`config.mk`:
```
export PLATFORM = sky130hd
export DESIGN_NAME = traffic_engine
export DESIGN_NICKNAME = d
export VERILOG_FILES = /design/src/rtl/traffic_engine.sv
export SDC_FILE = /design/constraint.sdc
export NUM_CORES = 1
export LEC_CHECK = 0
export CAP_MARGIN = 25
export CORE_AREA = 2 2 145 147
export DETAILED_ROUTE_END_ITERATION = 10
export DIE_AREA = 0 0 147 149
export PLACE_DENSITY = 0.69
export SYNTH_ARGS = -nofsm -noshare
export SYNTH_HDL_FRONTEND = slang
export SYNTH_SLANG_ARGS = --single-unit
```
`constraint.sdc`:
```
create_clock -name clk -period 4.9 [get_ports clk]
set_input_delay 0.49 -clock clk [delete_from_list [all_inputs] [get_ports clk]]
set_output_delay 0.49 -clock clk [all_outputs]
set_load 0.005 [all_outputs]
```
`src/rtl/traffic_engine.sv`:
```
// traffic_engine: obstacle-car motion, spawning, scoring, levels and game-state control.
// Car positions are packed per car for the sprite renderer; score/level feed the HUD.
module traffic_engine #(
    parameter int NUM_CARS = 6,
    parameter int NUM_LANES = 3,
    parameter logic [NUM_LANES*10-1:0] LANE_X = {10'd410, 10'd290, 10'd170},
    parameter int SCREEN_H = 480,
    parameter int STEP = 4,
    parameter int SPAWN_GAP = 100,
    parameter int TICK_DIV = 200000,
    parameter int SCORE_W = 7,
    parameter int LVL1 = 11,
    parameter int LVL2 = 21,
    parameter int LVL3 = 36,
    parameter int SPD0 = 8,
    parameter int SPD1 = 6,
    parameter int SPD2 = 4,
    parameter int SPD3 = 2
) (
    input  logic                    clk,
    input  logic                    reset_n,
    input  logic                    start,
    input  logic                    pause,
    input  logic                    collision,
    output logic [NUM_CARS*10-1:0]  car_x,
    output logic [NUM_CARS*10-1:0]  car_y,
    output logic [NUM_CARS-1:0]     car_active,
    output logic [SCORE_W-1:0]      score,
    output logic [1:0]              level,
    output logic [1:0]              game_state,
    output logic                    move_tick
);
    localparam int DW = (TICK_DIV > 1) ? $clog2(TICK_DIV) : 1;
    localparam int LW = (NUM_LANES > 1) ? $clog2(NUM_LANES) : 1;
    localparam int SMAX = (1 << SCORE_W) - 1;

    typedef enum logic [1:0] {IDLE, RUN, PAUSE, OVER} state_t;

    state_t               state, state_nx;
    logic [DW-1:0]        div;
    logic [15:0]          presc, spd;
    logic                 base_tick, clear, upd;
    logic [NUM_CARS-1:0]  wrap, gap;
    logic [3:0]           wraps;
    logic [31:0]          tot;
    logic [SCORE_W-1:0]   score_nx;
    logic [1:0]           level_nx;

    function automatic logic [9:0] lane_x(input int l);
        return LANE_X[l*10+:10];
    endfunction

    assign base_tick = div == DW'(TICK_DIV - 1);
    assign spd = level == 2'd0 ? 16'(SPD0) : level == 2'd1 ? 16'(SPD1) :
                 level == 2'd2 ? 16'(SPD2) : 16'(SPD3);

    always_ff @(posedge clk or negedge reset_n)
        if (!reset_n) div <= '0;
        else div <= base_tick ? '0 : div + 1'b1;

    always_ff @(posedge clk or negedge reset_n)
        if (!reset_n) state <= IDLE;
        else state <= state_nx;

    always_comb begin
        state_nx = state;
        unique case (state)
            IDLE, OVER: if (start) state_nx = RUN;
            RUN:        if (collision) state_nx = OVER; else if (pause) state_nx = PAUSE;
            PAUSE:      if (!pause) state_nx = RUN;
        endcase
    end

    // A collision in the same cycle as a move discards that move entirely.
    always_comb begin
        clear = (state == IDLE || state == OVER) && start;
        move_tick = state == RUN && base_tick && presc >= spd;
        upd = move_tick && !collision;
        game_state = state;
    end

    // Prescaler runs 1..spd; >= lets a lowered spd take effect on the next base tick.
    always_ff @(posedge clk or negedge reset_n)
        if (!reset_n) presc <= '0;
        else if (clear) presc <= '0;
        else if (state == RUN && base_tick) presc <= move_tick ? 16'd1 : presc + 16'd1;

    always_comb begin
        wraps = '0;
        for (int i = 0; i < NUM_CARS; i++) wraps = wraps + 4'(wrap[i]);
        tot = 32'(score) + 32'(wraps);
        score_nx = tot > 32'(SMAX) ? SCORE_W'(SMAX) : tot[SCORE_W-1:0];
        level_nx = 32'(score) >= 32'(LVL3) ? 2'd3 : 32'(score) >= 32'(LVL2) ? 2'd2 :
                   32'(score) >= 32'(LVL1) ? 2'd1 : 2'd0;
    end

    always_ff @(posedge clk or negedge reset_n)
        if (!reset_n) begin
            score <= '0;
            level <= '0;
        end else if (clear) begin
            score <= '0;
            level <= '0;
        end else if (state == RUN) begin
            if (upd) score <= score_nx;
            level <= level_nx;
        end

    for (genvar c = 0; c < NUM_CARS; c++) begin : g_car
        logic [9:0]    x, y;
        logic [10:0]   sum;
        logic [LW-1:0] lane, lane_nx;
        logic          act;
        // gap[c] is the spawn permission for car c, produced by car c-1.
        if (c == 0) begin : g_first
            assign gap[0] = 1'b1;
        end
        if (c < NUM_CARS - 1) begin : g_gap
            assign gap[c+1] = act && y >= 10'(SPAWN_GAP);
        end
        assign sum = {1'b0, y} + 11'(STEP);
        assign wrap[c] = act && sum > 11'(SCREEN_H);
        assign lane_nx = lane == LW'(NUM_LANES - 1) ? '0 : lane + 1'b1;
        always_ff @(posedge clk or negedge reset_n)
            if (!reset_n) begin
                act <= 1'b0;
                y <= '0;
                lane <= LW'(c % NUM_LANES);
                x <= lane_x(c % NUM_LANES);
            end else if (clear) begin
                act <= 1'b0;
                y <= '0;
                lane <= LW'(c % NUM_LANES);
                x <= lane_x(c % NUM_LANES);
            end else if (upd) begin
                act <= act || gap[c];
                if (act) begin
                    y <= wrap[c] ? '0 : sum[9:0];
                    if (wrap[c]) begin
                        lane <= lane_nx;
                        x <= lane_x(int'(lane_nx));
                    end
                end
            end
        assign car_x[c*10+:10] = x;
        assign car_y[c*10+:10] = y;
        assign car_active[c] = act;
    end
endmodule

```
==> results of run 1 <==
worst max-delay path by stage:
| stage | startpoint | end | slack, ns |
|---|---|---|---|
| 2_1_floorplan | g_car[2].y[2]$_DFFE_PN0P_ | score[4]$_DFFE_PN0P_ | 0.92 |
| 3_3_place_gp | g_car[0].y[2]$_DFFE_PN0P_ | score[4]$_DFFE_PN0P_ | 0.74 |
| 3_5_place_dp | g_car[0].y[2]$_DFFE_PN0P_ | score[6]$_DFFE_PN0P_ | 0.62 |
| 4_1_cts | g_car[0].y[2]$_DFFE_PN0P_ | score[6]$_DFFE_PN0P_ | 0.61 |
| 5_1_grt | g_car[0].y[2]$_DFFE_PN0P_ | score[4]$_DFFE_PN0P_ | 0.20 |
| 6_report | g_car[0].y[2]$_DFFE_PN0P_ | score[6]$_DFFE_PN0P_ | 0.60 |
registers in the layout, indices dropped and copies added, names as in the netlist:
| name | count |
|---|---|
| g_car.y | 48 |
| game_state | 2 |
| score | 7 |
| g_car.x | 25 |
| g_car.act | 6 |
| presc | 16 |
| level | 2 |
| div | 18 |
| g_car.lane | 11 |
cells by family after synthesis:
group	Yosys count
and+or+nand+nor	356
DFF	135
AOI/OAI and AO/OA	163
xor gates and xnor gates	31
adders and majority gates	39
muxes	22
other	1
buffers and inverters	123
worst max-delay path, cell delays in order (launching register included):
cell and delay, ns:
sky130_fd_sc_hd__dfrtp_1 0.45, sky130_fd_sc_hd__and3_1 0.28, sky130_fd_sc_hd__and3_1 0.23, sky130_fd_sc_hd__a31oi_1 0.39, sky130_fd_sc_hd__nand3_1 0.19, sky130_fd_sc_hd__inv_1 0.17
sky130_fd_sc_hd__fa_1 0.43, sky130_fd_sc_hd__inv_1 0.08, sky130_fd_sc_hd__fa_1 0.44, sky130_fd_sc_hd__fa_1 0.44, sky130_fd_sc_hd__fa_1 0.43, sky130_fd_sc_hd__nor2b_1 0.12
sky130_fd_sc_hd__o21ai_0 0.07, sky130_fd_sc_hd__inv_1 0.12, sky130_fd_sc_hd__nand3_1 0.08, sky130_fd_sc_hd__a21oi_1 0.16, sky130_fd_sc_hd__nor3_1 0.07
through the flow:
step / hold WS [ns] / setup slack (ns) / power [mW] / instances / cell area, um^2
6_report: 0.4921 / 0.6027 / 3.100 / 1246 / 9726
5_1_grt: 0.5135 / 0.2045 / 3.233 / 1246 / 9726
4_1_cts: 0.2222 / 0.6079 / 3.127 / 1243 / 9681
3_5_place_dp: 0.4847 / 0.6193 / 1.707 / 1211 / 9036
3_3_place_gp: 0.4814 / 0.7372 / 1.697 / 1211 / 9036
2_1_floorplan: 0.1944 / 0.9244 / 1.516 / 905 / 8098
per-layer routing:
metal | track usage, % | vias up | part of all wire, %
met5 | 0 | - | 0
met4 | 5.673 | 0 | 1.4
met3 | 3.609 | 15 | 5.9
met2 | 29.67 | 182 | 48
met1 | 24.38 | 3111 | 45
li1 | - | 3157 | -
layout make-up:
| class | count | area [um^2] |
|---|---|---|
| timing repair buffer | 119 | 1182 |
| multi-input combinational | 647 | 4006 |
| inverter | 38 | 142.6 |
| fill | 1968 | 10830 |
| clock inverter | 13 | 201.4 |
| clock buffer | 19 | 442.9 |
| sequential | 135 | 3406 |
| tap | 275 | 344.1 |
cells in the final DEF, fill, tap and decap left out, types with 17 or more instances in the layout:
cell                              count
sky130_fd_sc_hd__conb_1              36
sky130_fd_sc_hd__clkbuf_16           17
sky130_fd_sc_hd__o21ai_0             40
sky130_fd_sc_hd__mux2i_1             19
sky130_fd_sc_hd__ha_1                34
sky130_fd_sc_hd__nor3_1              35
sky130_fd_sc_hd__nor2_1              91
sky130_fd_sc_hd__inv_1               38
sky130_fd_sc_hd__clkdlybuf4s50_1    105
sky130_fd_sc_hd__a21oi_1             55
sky130_fd_sc_hd__dfstp_2             22
sky130_fd_sc_hd__and3_1              27
sky130_fd_sc_hd__dfrtp_1            113
sky130_fd_sc_hd__nand2_1             75
sky130_fd_sc_hd__nand3_1             35
timing repair:
action,4_1_cts,5_1_grt
setup buffers,0,0
hold buffers,0,1
setup endpoints to repair,0,0
hold endpoints to repair,0,2
report_power, final:
group | switching (mW) | leakage (nW) | total, mW | internal [mW]
Combinational | 0.384 | 2.20 | 0.527 | 0.143
Sequential | 0.0260 | 1.78 | 1.16 | 1.14
Clock | 0.495 | 0.309 | 1.41 | 0.914
Total | 0.905 | 4.29 | 3.10 | 2.20
==> results.txt, run 1 <==
----------------------------------------------------
[Route]
  Antenna viol nets, final ... 0
  First-pass iteration count of the detailed router ... 4
  Total number of vias ... 6465
  Drt first-iter violations ... 378
  Number of remaining DRC errors ... 0
  Average wire per standard cell ... 15.60 um
  Routed WL ... 19440 um
  Vias/cell ... 5.189

[Timing]
  Time the worst path needs with I/O delays and setup ... 4.297 ns
  Setup violations, final ... 0
  Setup repair after global routing missed its margin ... false
  Setup TNS Final ... 0 ns
  Relative max-transition margin ... 47.32%
  Worst-case clock skew ... 0.008410 ns
  Slew at the pin closest to its max-slew limit ... 0.7882 ns
  Hold Fails Final Rpt ... 0
  Ratio of final minimum period to clock period ... 87.70%
  Max-slew violations ... 0
  Max Clock Freq ... 0.2327 GHz

[Clocking]
  Clock Pin Slew Worst Setup and Hold Paths ... 0.06 ns
  Clk Tree Root Cell ... sky130_fd_sc_hd__clkbuf_16
  Num CTS Buffers ... 17
  TritonCTS clock tree ... built
  Cts repair resizes ... 0
  H-tree depth ... 4
  Clk buf depth ... 2
  Sink count of the clock tree ... 135
  Insertion delay of the later-clocked pin in the worst-skew pair ... 0.42 ns

[Synth]
  Synthesized netlist cell count ... 870
  Synthesized flop and latch total ... 135
  Simple-Gate Fraction of Synth Area ... 23.17%
  Share of synthesized flip-flops with an asynchronous set or reset ... 100.0%
  Share of the synthesized area in the top cell type ... 35.50%
  Yosys warning total ... 0
  Portion of netlist area occupied by mux cells ... 2.811%
  Yosys cell types ... 73
  Synth Cell Area ... 7966 um^2
  Mean post-synth cell area ... 9.157 um^2
  EDFF count, synth ... 0
  Largest family of logic cells by synthesized area ... simple AND/OR/NAND/NOR gates
  Most frequent cells after synthesis ... sky130_fd_sc_hd__dfrtp_1, sky130_fd_sc_hd__nor2_1, sky130_fd_sc_hd__nand2_1, sky130_fd_sc_hd__a21oi_1, sky130_fd_sc_hd__buf_4
  Post-synthesis compound-gate area fraction ... 12.72%
  Main area contributors after synthesis ... sky130_fd_sc_hd__dfrtp_1, sky130_fd_sc_hd__dfstp_2, sky130_fd_sc_hd__ha_1, sky130_fd_sc_hd__buf_4, sky130_fd_sc_hd__nor2_1
  Most numerous cell in the Yosys netlist ... sky130_fd_sc_hd__dfrtp_1
  Share of the yosys chip area belonging to registers ... 42.75%
  Predominant post-synthesis flop cell ... sky130_fd_sc_hd__dfrtp_1
  Post-synthesis adder-cell area fraction ... 6.471%
  Post-Synth XOR/XNOR Area ... 3.408%
  Largest area contributor in the netlist ... sky130_fd_sc_hd__dfrtp_1

[Layout]
  Layout net count ... 1001
  Layout cell share with drive strength beyond 1 ... 8.651%
  Antenna Diode Count ... 0
  Synthesis-to-finish area growth ... 22.08%
  Final Util ... 47.31%

[Critical path]
  Startpoint of the most critical register-to-register path ... g_car[0].y[2]$_DFFE_PN0P_
  Category of the most critical setup path ... reg2reg
  Flop2flop setup slack ... 0.60 ns
  Critical Path AT ... 4.56 ns
  Worst-path fanout max ... 7
  Critical path endpoint category ... flip-flop
  Endpoint of the most critical register-to-register path ... score[6]$_DFFE_PN0P_
  Worst reg2reg path depth ... 16
  Worst setup SP type ... flip-flop
  Data required time at the worst endpoint ... 5.16 ns

[Place]
  Gpl congestion ... 0.8069
  I/O Buffers ... 106
  Final HPWL from detailed placement ... 13360 um

[Die]
  Die footprint ... 21900 um^2
  Initial Utilization ... 38.75%
  Number of standard-cell rows in the floorplan ... 53
  Vertical die dimension ... 149 um
  Core Footprint ... 20560 um^2
  Boundary Pins ... 143
  Chip width ... 147 um

[Global routing]
  Maximum number of pins on one net before global-route repair ... 100
  Number of global-route vias before repair ... 6198
  Global route total overflow ... 0
  Overall Global Routing Usage ... 18.12%
  Number of antenna violations at the first check in global routing ... 0
  First-pass GRT wire length ... 31830 um

[Flow run]
  Count of max-cap constraint violations ... 0

[Worst hold path]
  Worst min-delay path category ... reg2reg
  Cell count of the worst hold path ... 1
  End point of the worst hold path ... div[15]$_DFF_PN0_
  Hold path startpoint ... div[15]$_DFF_PN0_

[Power and ir drop]
  Worst vdd rail ir drop ... 0.2707 mV
  Leakage component of the power ... 4.290 nW
  Power density relative to cell area ... 318.8 nW/um^2

[Status]
  Outcome ... complete, no violations

----------------------------------------------------
Note: power is estimated with default switching activity, not from simulation.
==> run 2, diff against run 1 <==
--- a/config.mk
+++ b/config.mk
@@ -5,6 +5,7 @@
 export SDC_FILE = /design/constraint.sdc
 export NUM_CORES = 1
 export LEC_CHECK = 0
+export ABC_CLOCK_PERIOD_IN_PS = 4900
 export CAP_MARGIN = 25
 export CORE_AREA = 2 2 145 147
 export DETAILED_ROUTE_END_ITERATION = 10
==> results of run 2 <==
The final DEF is identical to that of run 1; final timing and power are the same.
